File: config.mk
export PLATFORM = sky130hd
export DESIGN_NAME = load_fu_ctrl
export DESIGN_NICKNAME = d
export VERILOG_FILES = /design/src/rtl/load_fu_ctrl.sv
export SDC_FILE = /design/constraint.sdc
export NUM_CORES = 1
export LEC_CHECK = 0
export CAP_MARGIN = 20
export CORE_AREA = 5 5 111 87
export CTS_CLUSTER_SIZE = 28
export DETAILED_ROUTE_END_ITERATION = 12
export DIE_AREA = 0 0 116 92
export GPL_TIMING_DRIVEN = 0
export PLACE_DENSITY = 0.86
export SLEW_MARGIN = 5
export SYNTH_ARGS = -nofsm -noshare
export SYNTH_HDL_FRONTEND = slang
export SYNTH_SLANG_ARGS = --single-unit
File: constraint.sdc
create_clock -name clk -period 3.4 [get_ports clk]
set_clock_uncertainty 0.1 [all_clocks]
set_input_delay 0.51 -clock clk [delete_from_list [all_inputs] [get_ports clk]]
set_output_delay 0.51 -clock clk [all_outputs]
set_load 0.1 [all_outputs]
File: src/rtl/load_fu_ctrl.sv
// Load functional-unit controller: round-robin picks one busy load RS line, reads the
// word from data memory, extends the byte/half/word and broadcasts it on the CDB.
//
// state | meaning
// IDLE  | scan load lines from rr_ptr for a busy one
// REQ   | mem_req held with a stable mem_addr until mem_gnt
// WAIT  | request accepted, waiting for mem_rvalid
// BCAST | cdb_req held with a stable cdb until cdb_gnt
module load_fu_ctrl #(
  parameter int         NUM_LINES = 2,
  parameter logic [7:0] TAG_BASE  = 8'h10
) (
  input  logic                     clk,
  input  logic                     rst,
  input  logic [NUM_LINES-1:0]     line_busy,
  input  logic [32*NUM_LINES-1:0]  line_addr,
  input  logic [3*NUM_LINES-1:0]   line_type,
  output logic [NUM_LINES-1:0]     FU_result_taken,
  output logic                     mem_req,
  output logic [31:0]              mem_addr,
  input  logic                     mem_gnt,
  input  logic                     mem_rvalid,
  input  logic [31:0]              mem_rdata,
  output logic                     cdb_req,
  input  logic                     cdb_gnt,
  output logic [40:0]              cdb
);

  localparam int SEL_W = (NUM_LINES > 1) ? $clog2(NUM_LINES) : 1;

  typedef enum logic [1:0] {IDLE, REQ, WAIT, BCAST} state_t;

  state_t           state;
  logic [SEL_W-1:0] rr_ptr;
  logic [SEL_W-1:0] sel;
  logic [1:0]       lat_lo;
  logic [2:0]       lat_type;

  logic             hit;
  logic [SEL_W-1:0] pick;
  logic [SEL_W-1:0] next_ptr;
  logic [31:0]      pick_addr;
  logic [2:0]       pick_type;
  logic [31:0]      ext_data;
  logic [7:0]       ext_byte;
  logic [15:0]      ext_half;
  logic [7:0]       cur_tag;

  // Walk offsets from the far end down so the line nearest rr_ptr wins.
  always_comb begin
    int j;
    j    = 0;
    hit  = 1'b0;
    pick = '0;
    for (int k = NUM_LINES - 1; k >= 0; k--) begin
      j = int'(rr_ptr) + k;
      if (j >= NUM_LINES) j = j - NUM_LINES;
      if (line_busy[j]) begin
        hit  = 1'b1;
        pick = SEL_W'(j);
      end
    end
  end

  always_comb begin
    pick_addr = line_addr[32*int'(pick) +: 32];
    pick_type = line_type[3*int'(pick) +: 3];
    if (int'(pick) == NUM_LINES - 1) next_ptr = '0;
    else                             next_ptr = pick + SEL_W'(1);
  end

  always_comb begin
    ext_byte = 8'h00;
    ext_half = 16'h0000;
    ext_data = mem_rdata;
    case (lat_lo)
      2'd0:    ext_byte = mem_rdata[7:0];
      2'd1:    ext_byte = mem_rdata[15:8];
      2'd2:    ext_byte = mem_rdata[23:16];
      default: ext_byte = mem_rdata[31:24];
    endcase
    ext_half = lat_lo[1] ? mem_rdata[31:16] : mem_rdata[15:0];
    case (lat_type[1:0])
      2'b00:   ext_data = {{24{~lat_type[2] & ext_byte[7]}}, ext_byte};
      2'b01:   ext_data = {{16{~lat_type[2] & ext_half[15]}}, ext_half};
      default: ext_data = mem_rdata;
    endcase
  end

  assign cur_tag = TAG_BASE + 8'(sel);

  // The taken pulse follows the grant within the same cycle so the RS line frees on this edge.
  always_comb begin
    FU_result_taken = '0;
    for (int i = 0; i < NUM_LINES; i++) begin
      FU_result_taken[i] = (state == BCAST) && cdb_gnt && (int'(sel) == i);
    end
  end

  always_ff @(posedge clk) begin
    if (rst) begin
      state    <= IDLE;
      rr_ptr   <= '0;
      sel      <= '0;
      lat_lo   <= 2'b00;
      lat_type <= 3'b000;
      mem_req  <= 1'b0;
      mem_addr <= 32'h0;
      cdb_req  <= 1'b0;
      cdb      <= 41'h0;
    end else begin
      case (state)
        IDLE: begin
          if (hit) begin
            sel      <= pick;
            rr_ptr   <= next_ptr;
            lat_lo   <= pick_addr[1:0];
            lat_type <= pick_type;
            mem_addr <= {pick_addr[31:2], 2'b00};
            mem_req  <= 1'b1;
            state    <= REQ;
          end
        end
        REQ: begin
          if (mem_gnt) begin
            mem_req <= 1'b0;
            state   <= WAIT;
          end
        end
        WAIT: begin
          if (mem_rvalid) begin
            cdb_req <= 1'b1;
            cdb     <= {1'b1, cur_tag, ext_data};
            state   <= BCAST;
          end
        end
        BCAST: begin
          if (cdb_gnt) begin
            cdb_req <= 1'b0;
            cdb     <= 41'h0;
            state   <= IDLE;
          end
        end
        default: state <= IDLE;
      endcase
    end
  end

endmodule
==> flow_summary.ini <==
[setup_path]
path_common_cell = clkdlybuf4s50_1
slowest_stage = clkdlybuf4s50_1
path_cells = clkdlybuf4s50_1 -> nand2_1 -> nor2_1 -> clkdlybuf4s50_1
path_buf_inv = 2
worst-setup-path-type = primary input to primary output
crit_fanout = 4
critical_path_cell_count = 4
crit_start = cdb_gnt
start_kind = primary input
slowest_delay_ns = 1.15
worstPathArrival_ns = 2.38
rrSetupSlack_ns = 1.18
r2r_start = state[0]
reg2reg_depth = 7
cp.required_ns = 2.79
end_kind = primary output
critical_path.top_delay_family = buffers and inverters
rr_endpoint = mem_addr[12]

[drt]
dr.pass1.iters = 7
vias_per_cell = 5.55
drc = 0
ant_nets = 0
drtIter0Drc = 365
totalWireLength_um = 12400
vias = 3738
wire_per_inst_um = 18.4

[job]
cap_violations = 0

[synthesis]
yosys.area.top_type = dfxtp_1
synth_cell_types = 41
ys_warn_count = 0
syn_inst = 368
synth.most_common_cell = dfxtp_1
yosysSeqAreaShare_pct = 42.8
netlist_top_cells_area = dfxtp_1, a222oi_1, nor2_1
synth_flop_cell = dfxtp_1
syn_avg_cell_area_sq_um = 9.40
syn-cell-area_sq_um = 3460
synth_top_area_share_pct = 42.8
synth-async-reset-ratio_pct = 0
synth.top_cells.by_count = dfxtp_1, nor2_1, a222oi_1
synth_edf_count = 0
synth-seq-cells = 74

[min_path]
hold_path_class = primary input to register
worstHoldPathCells = 2
whs_endpoint = state[0]
hp-start = rst

[timing]
period_share_pct = 87.9
worstMarginPinSlew_ns = 1.03
final.min_clock_period_ns = 2.99
fin_tns_setup_ns = 0
final_hold_viol_count = 0
slew_headroom_pct = 31.1
setup_violations = 0
slew_violations = 0
max_clock_freq_ghz = 0.335
rsz0062_at_grt = no

[die]
start_util_pct = 41.5
ios = 186
die-height_um = 92
dieArea_sq_um = 10700
coreArea_sq_um = 8350
fp-row-count = 29
dieWidth_um = 116

[cts]
clk_latency_ns = 0.32
cts_setup_buffers = 0
clkTransAtPathRegs_ns = 0.06
cts_made_buffers = 9
clockBufferDepth = 2
postCtsHoldBufs = 0
cts_tree = built
cts.sinks = 74
cts_resized = 0
cts_root_buffer = clkbuf_16
cts_htree_levels = 3

[layout]
syn_to_final_growth_pct = 64.5
finish.utilization_pct = 68.2
final_cell_area_sq_um = 5690
layout.nets = 675
final_cells = 674
nFillCells = 697
drive_gt1_share_pct = 9.54
antenna-diode-count = 0

[power_and_ir_drop]
vdd_ir_drop_max_mv = 0.485
intPower_mw = 2.37
p_sw_mw = 2.25
leakage_nw = 2.08
p_comb_share_pct = 53.5
power_density_nw_per_um2 = 812
pwr-share-clk_pct = 21.3
p_seq_share_pct = 25.2
switching_share_pct = 48.7

[placement]
dp_hpwl_um = 9830
finalWeightedCongestion = 0.794
dpl_cell_area_sq_um = 5380
dp.cells = 659
portBuffers = 176

[grt]
grt_use_total_pct = 22.5
grt_max_degree = 13
grt_pass1_vias = 3782
antenna_found_initial = 0
grt_first_pass_wirelength_um = 19300
grt-ovfl-total = 0

[outcome]
status = completed
kinds of logic (layout without fill, tap and decap cells):
group | Yosys count | after routing | share of synthesized area, %
flops | 74 | 74 | 42.8
simple gates | 104 | 104 | 14.2
other cells | 1 | 8 | 0.108
buf+inv | 49 | 240 | 7.30
mux | 13 | 13 | 3.80
compound gates | 123 | 123 | 30.3
fa+ha+maj | 4 | 4 | 1.45
layout by cell type, fill, tap and decap left out, drive strengths merged, types with 9 or more instances in the layout:
cell / instances
a211oi: 9
a21oi: 23
a222oi: 35
buf: 22
clkbuf: 28
clkdlybuf4s50: 176
dfxtp: 74
mux2i: 12
nand2: 11
nor2: 71
o21ai: 17
o2bb2ai: 24
worst max-delay path by stage:
stage,slack [ns],end
floorplan,0.84,FU_result_taken[0]
global placement,0.44,FU_result_taken[0]
detailed placement,0.39,FU_result_taken[0]
CTS,0.39,FU_result_taken[0]
global route,0.30,FU_result_taken[0]
finish,0.41,FU_result_taken[0]
state kept, by name, indices dropped and copies added (netlist names):
name	flops
sel	1
rr_ptr	1
mem_req	1
lat_lo	2
state	2
cdb	34
mem_addr	30
lat_type	3
metal layers:
layer | GRT usage [%] | share of wire, % | vias to the layer above
met5 | 0 | 0 | -
li1 | - | - | 1770
met1 | 29.8 | 43 | 1799
met2 | 37.2 | 49 | 153
met3 | 4.87 | 6.5 | 16
met4 | 6.18 | 1.5 | 0
area by class of cell:
cell class	count	area [sq um]	area share [%]
buffer	40	219	3.85
clock buffer	10	229	4.02
clock inverter	5	80.1	1.41
inverter	9	33.8	0.593
multi-input combinational	252	1750	30.8
sequential	74	1480	26.0
tap	108	135	2.37
timing repair buffer	176	1760	30.9
worst register-to-register path: stages (launching register included):
cell and delay (ns):
dfxtp_1 0.38, inv_1 0.08, ha_1 0.28, o21ai_1 0.12, clkbuf_1 0.41, clkbuf_1 0.44
a222oi_1 0.21, nor2_1 0.13
metrics by stage:
stage,worst slack (ns),power (mW),hold WS (ns)
after floorplan,0.840,3.00,0.396
after global placement,0.441,3.59,0.346
after detailed placement,0.394,3.64,0.349
after CTS,0.390,4.63,0.303
after global routing,0.300,4.81,0.308
final,0.411,4.62,0.306
power by group through the flow:
stage	registers [mW]	logic, mW	clock network, mW
after floorplan	2.22	0.771	0
after global placement	1.17	2.43	0
after detailed placement	1.18	2.47	0
after CTS	1.16	2.47	0.997
after global routing	1.19	2.59	1.03
final	1.16	2.47	0.984
(Power assumes the default switching activity.)
